<file path="config.mk">
export PLATFORM = sky130hd
export DESIGN_NAME = if_pipe_stage
export DESIGN_NICKNAME = d
export VERILOG_FILES = /design/src/rtl/if_pipe_stage.sv
export SDC_FILE = /design/constraint.sdc
export NUM_CORES = 1
export LEC_CHECK = 0
export CORE_ASPECT_RATIO = 1.4
export CORE_MARGIN = 4
export CORE_UTILIZATION = 43
export CTS_CLUSTER_SIZE = 25
export DETAILED_ROUTE_END_ITERATION = 12
export PLACE_DENSITY_LB_ADDON = 0.05
export SETUP_SLACK_MARGIN = 0.1
export SLEW_MARGIN = 0
export SYNTH_ARGS = -nofsm -noshare
export SYNTH_HDL_FRONTEND = slang
export SYNTH_SLANG_ARGS = --single-unit
</file>
<file path="constraint.sdc">
create_clock -name clk -period 3.4 [get_ports clk]
set_input_delay 0.68 -clock clk [delete_from_list [all_inputs] [get_ports clk]]
set_output_delay 0.68 -clock clk [all_outputs]
set_load 0.01 [all_outputs]
</file>
<file path="src/rtl/if_pipe_stage.sv">
// Instruction-fetch stage with IF/ID pipeline register, boot hold, stall and redirect handling.
// Optional macro IF_PERF_CNT_EN adds saturating fetch/stall/flush performance counters.
module if_pipe_stage #(
  parameter int         BOOT_CYCLES = 2,
  parameter logic [9:0] RESET_PC    = 10'd0
) (
  input  logic        clk,
  input  logic        reset,
  input  logic        Data_Hazard,
  input  logic        branch_taken,
  input  logic [9:0]  branch_address,
  input  logic        jump,
  input  logic [9:0]  jump_address,
  output logic [9:0]  imem_addr,
  input  logic [31:0] imem_rdata,
  output logic [9:0]  pc,
  output logic        IF_Flush,
  output logic [9:0]  if_id_pc_plus4,
  output logic [31:0] if_id_instr,
  output logic        if_id_valid
`ifdef IF_PERF_CNT_EN
  ,
  output logic [31:0] perf_fetch_cnt,
  output logic [31:0] perf_stall_cnt,
  output logic [31:0] perf_flush_cnt
`endif
);

  typedef enum logic {BOOT, RUN} state_t;

  localparam logic [3:0] BOOT_LAST = 4'(BOOT_CYCLES - 1);

  state_t     state;
  logic [3:0] boot_cnt;
  logic [9:0] pc_plus4;
  logic [9:0] jump_target;
  logic [9:0] branch_target;
  logic       run_go;

  assign imem_addr     = pc;
  assign pc_plus4      = pc + 10'd4;
  assign jump_target   = jump_address & 10'h3FC;
  assign branch_target = branch_address & 10'h3FC;
  assign run_go        = (state == RUN) && Data_Hazard;
  assign IF_Flush      = (jump | branch_taken) & run_go;

  // Jump outranks branch; a stalled cycle drops the redirect since decode re-presents it.
  always_ff @(posedge clk or posedge reset) begin
    if (reset) begin
      state          <= BOOT;
      boot_cnt       <= '0;
      pc             <= RESET_PC;
      if_id_instr    <= '0;
      if_id_pc_plus4 <= '0;
      if_id_valid    <= 1'b0;
    end else begin
      case (state)
        BOOT: begin
          boot_cnt <= boot_cnt + 4'd1;
          if (boot_cnt == BOOT_LAST) state <= RUN;
        end
        RUN: begin
          if (Data_Hazard) begin
            if (jump || branch_taken) begin
              pc             <= jump ? jump_target : branch_target;
              if_id_instr    <= '0;
              if_id_pc_plus4 <= '0;
              if_id_valid    <= 1'b0;
            end else begin
              pc             <= pc_plus4;
              if_id_instr    <= imem_rdata;
              if_id_pc_plus4 <= pc_plus4;
              if_id_valid    <= 1'b1;
            end
          end
        end
        default: state <= BOOT;
      endcase
    end
  end

`ifdef IF_PERF_CNT_EN
  logic fetch_evt;
  logic stall_evt;

  assign fetch_evt = run_go && !jump && !branch_taken;
  assign stall_evt = (state == RUN) && !Data_Hazard;

  // Counters stick at all-ones rather than wrapping.
  always_ff @(posedge clk or posedge reset) begin
    if (reset) begin
      perf_fetch_cnt <= '0;
      perf_stall_cnt <= '0;
      perf_flush_cnt <= '0;
    end else begin
      if (fetch_evt && perf_fetch_cnt != '1) perf_fetch_cnt <= perf_fetch_cnt + 32'd1;
      if (stall_evt && perf_stall_cnt != '1) perf_stall_cnt <= perf_stall_cnt + 32'd1;
      if (IF_Flush  && perf_flush_cnt != '1) perf_flush_cnt <= perf_flush_cnt + 32'd1;
    end
  end
`endif

endmodule

</file>
==> results of run 1 <==
[state kept, by name (all words and copies together) (netlist names)]
signal          flops
if_id_instr        32
imem_addr           8
if_id_valid         1
state               1
boot_cnt            4
if_id_pc_plus4      8
[synth_stat cells (2+ instances only)]
cell type | n | area, sq um
dfrtp_1 | 54 | 1350
a22o_1 | 33 | 289
buf_4 | 15 | 113
nand2_1 | 15 | 56.3
buf_2 | 12 | 60.1
o21ai_0 | 6 | 30.0
o211ai_1 | 5 | 37.5
a21oi_1 | 4 | 20.0
inv_1 | 4 | 15.0
nand3_1 | 4 | 20.0
xnor2_1 | 4 | 35.0
ha_1 | 3 | 37.5
mux2i_1 | 3 | 30.0
nor2_1 | 3 | 11.3
nor2b_1 | 3 | 18.8
nor3_1 | 3 | 15.0
a211oi_1 | 2 | 15.0
a22oi_1 | 2 | 15.0
clkbuf_1 | 2 | 7.51
nor3b_1 | 2 | 15.0
o211a_1 | 2 | 20.0
o311ai_0 | 2 | 17.5
o31ai_1 | 2 | 15.0
[cell type report]
class / count / area [sq um] / area share
timing repair buffer: 116 / 1160 / 0.320
tap: 68 / 85.1 / 0.0235
sequential: 54 / 1350 / 0.373
clock buffer: 6 / 82.6 / 0.0228
multi-input combinational: 123 / 915 / 0.252
clock inverter: 2 / 16.3 / 0.00449
inverter: 4 / 15.0 / 0.00414
[cells by family after synthesis]
| kind of cell | count (synthesis) | share of synthesized area |
|---|---|---|
| and+or+nand+nor | 41 | 0.105 |
| xor gates and xnor gates | 5 | 0.0179 |
| adders and majority gates | 3 | 0.0154 |
| buffers and inverters | 33 | 0.0800 |
| other | 1 | 0.00154 |
| DFF | 54 | 0.554 |
| muxes | 4 | 0.0169 |
| AOI/OAI and AO/OA | 64 | 0.210 |
[stage by stage]
step | cell area (sq um) | worst slack [ns]
after floorplan | 2460 | 1.41
after global placement | 3520 | 0.618
after detailed placement | 3520 | 0.582
after CTS | 3620 | 0.570
after global routing | 3620 | 0.478
final | 3620 | 0.574
[power groups by stage]
stage                     registers [mW]  clock network, mW  logic (mW)
after global routing               0.738              0.414       0.357
final                              0.730              0.383       0.331
after CTS                          0.730              0.399       0.335
after global placement             0.739                  0       0.331
after detailed placement           0.742                  0       0.333
after floorplan                    0.753                  0       0.136
[how the worst min path moves through the flow]
stage	end	slack (ns)	depth (start not counted)
global route	boot_cnt[3]$_DFFE_PP0N_	0.49	1
global placement	if_id_valid$_DFFE_PP0P_	0.46	2
floorplan	boot_cnt[3]$_DFFE_PP0N_	0.45	1
CTS	boot_cnt[3]$_DFFE_PP0N_	0.48	1
detailed placement	boot_cnt[3]$_DFFE_PP0N_	0.46	1
finish	boot_cnt[3]$_DFFE_PP0N_	0.47	1
[per-layer routing]
layer,track usage,share of wire,up-vias
met5,0,0,-
met4,0.0564,0.012,0
met3,0.0373,0.069,6
met2,0.273,0.47,83
met1,0.260,0.45,948
li1,-,-,937
[critical path, delay by kind of cell]
family | cells | cell delay, ns
buffers and inverters | 3 | 1.25
AOI/OAI and AO/OA | 1 | 0.22
==> flow_summary.json, run 1 <==
{
  "root_buffer": "clkbuf_8",
  "final_antenna_net_count": 0,
  "crit_path_top_delay_cell": "clkdlybuf4s50_1",
  "overflow": 0,
  "post_cts_buffers": 0,
  "skew_ns": 0.00282,
  "crit_path_end": "IF_Flush",
  "drc": 0,
  "fill_cells": 478,
  "rrSetupSlack_ns": 1.60,
  "drt-pass1-iter-count": 4,
  "clock-sinks": 54,
  "drive_above_1_share": 0.0689,
  "grt_pass1_wl_microns": 10100,
  "numCtsBuffers": 5,
  "antenna_found_initial": 0,
  "layout_commonest_cell": "clkdlybuf4s50_1",
  "critPathLaunch": "Data_Hazard",
  "die_y_microns": 97.1,
  "nets": 364,
  "min_period_ns": 2.83,
  "cp.arrival_ns": 2.15,
  "wl_per_cell_microns": 16.3,
  "hold_path_class": "flop to flop",
  "final_cell_mix": "110 x clkdlybuf4s50_1, 54 x dfrtp_1, 33 x a22o_1, 14 x nand2_1",
  "drt_iter0_drc": 74,
  "finalHoldViolations": 0,
  "status": "complete, no violations",
  "setup-violations-final": 0,
  "post-route-period-util": 0.831,
  "pin_count": 121,
  "cts_resized": 0,
  "crit_path_start_kind": "input pin",
  "portBuffers": 110,
  "power_mw": 1.44,
  "holdWs_ns": 0.475,
  "cts_tree": "built",
  "min_from": "boot_cnt[3]$_DFFE_PP0N_",
  "async_reset_ff_frac": 1.00,
  "path_class": "input pin to output port",
  "fin_setup_tns_ns": 0,
  "crit_chain": "clkdlybuf4s50_1 -> o211ai_1 -> inv_1 -> clkdlybuf4s50_1",
  "power_switching_mw": 0.392,
  "grt_use_total": 0.181,
  "rows": 32,
  "clk_latency_ns": 0.31,
  "drv_slew": 0,
  "core_area_sq_um": 5530,
  "synth_cell_type_count": 43,
  "cp-end-kind": "output port",
  "post-dp-hpwl_microns": 4410,
  "p_per_area_nw_per_um2": 398,
  "routed_wl_microns": 6090,
  "syn_avg_cell_area_sq_um": 11.9,
  "dpl.cell_count": 365,
  "synth_area_sq_um": 2440,
  "max_freq_mhz": 354,
  "crit_path_max_fanout": 5,
  "dieArea_sq_um": 6960,
  "ys_ff_latch": 54,
  "critPathRequiredTime_ns": 2.72,
  "ctsLongestPathBuffers": 2,
  "cpPeakStageDelay_ns": 0.60,
  "crit_top_cell": "clkdlybuf4s50_1",
  "cts_hold_buffers": 0,
  "p_comb_frac": 0.229,
  "vias": 1974,
  "clkPwrFrac": 0.265,
  "yosysSeqAreaShare": 0.554,
  "vdd_drop_max_uv": 189,
  "p_leak_nw": 1.59,
  "via_per_inst": 5.29,
  "synth_edf_count": 0,
  "grt_max_degree": 55,
  "synth_flop_cell": "dfrtp_1",
  "final_util": 0.656,
  "clkSlewWorstSetupHoldPaths_ns": 0.09,
  "drv_cap": 0,
  "grt_pass1_vias": 1924,
  "power_report.internal_total_mw": 1.05,
  "diodes": 0,
  "final_cell_count_no_fill": 373,
  "seqPwrFrac": 0.506,
  "r2r-end": "if_id_pc_plus4[8]$_DFFE_PP0P_",
  "cts-htree-levels": 2,
  "synthCells": 205,
  "initial_utilization": 0.442,
  "switching_share": 0.271,
  "r2r_start": "state$_DFF_PP0_",
  "reg2regPathDepth": 4,
  "yosysWarnings": 0,
  "areaGrowthSynthToFinish_pct": 48.5,
  "rsz0062_at_grt": "false",
  "die_w_microns": 71.7,
  "place_congestion": 0.744
}
No activity file was read; power rests on OpenSTA's default activity.
==> run 2: changes to the inputs <==
--- a/config.mk
+++ b/config.mk
@@ -7,7 +7,7 @@
 export LEC_CHECK = 0
 export CORE_ASPECT_RATIO = 1.4
 export CORE_MARGIN = 4
-export CORE_UTILIZATION = 43
+export CORE_UTILIZATION = 40
 export CTS_CLUSTER_SIZE = 25
 export DETAILED_ROUTE_END_ITERATION = 12
 export PLACE_DENSITY_LB_ADDON = 0.05
==> constraint.sdc (replaced) <==
create_clock -name clk -period 2.9 [get_ports clk]
set_input_delay 0.58 -clock clk [delete_from_list [all_inputs] [get_ports clk]]
set_output_delay 0.58 -clock clk [all_outputs]
set_load 0.01 [all_outputs]
==> run 2 against run 1 <==
Clock-buffer cell count is 1 higher. Global-route usage down 0.96 points. First-iteration DRC count down 8.1%. Routed wire length increased by 1.6%. Sequential cell count unchanged. Clock skew increased by 0.0034 ns. Sequential share of layout area increased by 0.10 points. Combinational power rose by 18%. Critical path type unchanged. Critical endpoint unchanged. Largest cell class unchanged.
==> flow_summary.json, run 2 (synthesis results as in run 1) <==
{
  "final_cell_mix": "110 x clkdlybuf4s50_1, 54 x dfrtp_1, 33 x a22o_1, 14 x nand2_1, 7 x buf_4",
  "core_area_sq_um": 5900,
  "die_y_microns": 100,
  "diodes": 0,
  "critPathRequiredTime_ns": 2.32,
  "placed_cell_area_sq_um": 3520,
  "vias": 1981,
  "holdPathStages": 1,
  "wl_met2_microns": 2930,
  "routed_wl_microns": 6190,
  "crit_top_cell": "clkdlybuf4s50_1",
  "reg2regPathDepth": 4,
  "clk_latency_ns": 0.30,
  "fill_cells": 509,
  "cts-htree-levels": 2,
  "cp-end-kind": "output port",
  "cts_hold_buffers": 0,
  "skew_ns": 0.00620,
  "worst-path-stages": 4,
  "die_w_microns": 74.0,
  "grt_max_degree": 33,
  "status": "complete, no violations",
  "rsz0062_at_grt": "false",
  "cp_top_family": "buffers and inverters",
  "post_cts_buffers": 0,
  "final_antenna_net_count": 0,
  "clock-sinks": 54,
  "p_per_area_nw_per_um2": 462,
  "numCtsBuffers": 5,
  "nets": 365,
  "wl_per_cell_microns": 16.4,
  "cp.arrival_ns": 2.01,
  "clkSlewWorstSetupHoldPaths_ns": 0.09,
  "vdd_drop_max_uv": 250,
  "fin_setup_tns_ns": 0,
  "r2r_start": "state$_DFF_PP0_",
  "cts_tree": "built",
  "dp_slack_ns": 0.313,
  "top_layer_used": "met4",
  "finalHoldViolations": 0,
  "post-route-period-util": 0.893,
  "power_mw": 1.67,
  "drv_cap": 0,
  "setup-violations-final": 0,
  "drive_above_1_share": 0.0686,
  "antenna_found_initial": 0,
  "layout_commonest_cell": "clkdlybuf4s50_1",
  "setup_ws_ns": 0.311,
  "wl_met3_microns": 566,
  "grt_use_total": 0.171,
  "max_freq_mhz": 386,
  "rrSetupSlack_ns": 1.26,
  "dpl.cell_count": 368,
  "crit_path_max_fanout": 5,
  "largest_register": "if_id_instr",
  "areaGrowthSynthToFinish_pct": 48.1,
  "crit_path_top_delay_cell": "clkdlybuf4s50_1",
  "min_to": "boot_cnt[3]$_DFFE_PP0N_",
  "overflow": 0,
  "finalInstanceArea_sq_um": 3610,
  "largest_register_ffs": 32,
  "path_class": "input pin to output port",
  "ctsLongestPathBuffers": 2,
  "root_buffer": "clkbuf_8",
  "min_from": "boot_cnt[3]$_DFFE_PP0N_",
  "drt-pass1-iter-count": 4,
  "cpPeakStageDelay_ns": 0.60,
  "crit_chain": "clkdlybuf4s50_1 -> o211ai_1 -> inv_1 -> clkdlybuf4s50_1",
  "path_buf_inv": 3,
  "final_cell_count_no_fill": 376,
  "place_congestion": 0.769,
  "grt_pass1_wl_microns": 9900,
  "portBuffers": 110,
  "min_period_ns": 2.59,
  "drt_iter0_drc": 68,
  "p_leak_nw": 1.59,
  "drv_slew": 0,
  "hold_path_class": "flop to flop",
  "met1_length_microns": 2590,
  "post-dp-hpwl_microns": 4600,
  "pin_count": 121,
  "initial_utilization": 0.413,
  "cts_resized": 0,
  "crit_path_start_kind": "input pin",
  "r2r-end": "if_id_pc_plus4[8]$_DFFE_PP0P_",
  "drc": 0,
  "via_per_inst": 5.27,
  "rows": 33,
  "grt_pass1_vias": 2048,
  "dieArea_sq_um": 7430
}
[run 2: changes by cell type in the layout (fill, tap and decap cells not counted), sizes merged]
cell,previous run,this run
clkbuf,6,7
inv,5,4
clkinvlp,1,0
buf,6,7
clkinv,0,1
[run 2: metrics by stage]
step / utilization / hold WS [ns]
global placement: 0.597 / 0.461
global route: 0.612 / 0.529
floorplan: - / 0.447
finish: 0.612 / 0.483
detailed placement: 0.597 / 0.471
CTS: 0.612 / 0.485
[run 2: cell type report]
class | instances | area (sq um) | share of cell area
Sequential cell | 54 | 1350 | 0.374
Timing Repair Buffer | 117 | 1150 | 0.319
Multi-Input combinational cell | 123 | 915 | 0.253
Tap cell | 70 | 87.6 | 0.0242
Clock buffer | 7 | 86.3 | 0.0239
Inverter | 4 | 15.0 | 0.00416
Clock inverter | 1 | 5.00 | 0.00139
[run 2: power breakdown]
part	leakage [nW]	internal, mW	switching [mW]
Combinational	0.836	0.233	0.156
Sequential	0.709	0.802	0.0518
Clock	0.0482	0.193	0.233
Total	1.59	1.23	0.441
[run 2: metal layers]
| layer | track usage | vias up |
|---|---|---|
| li1 | - | 935 |
| met1 | 0.224 | 955 |
| met2 | 0.274 | 83 |
| met3 | 0.0471 | 8 |
| met4 | 0.0516 | 0 |
| met5 | 0 | - |
[run 2: worst max path at each step]
stage	from	endpoint	slack (ns)
after CTS	Data_Hazard	IF_Flush	0.30
after detailed placement	Data_Hazard	IF_Flush	0.31
final	Data_Hazard	IF_Flush	0.31
after global placement	Data_Hazard	IF_Flush	0.31
after floorplan	reset	boot_cnt[0]$_DFFE_PP0N_	1.01
after global routing	Data_Hazard	IF_Flush	0.24
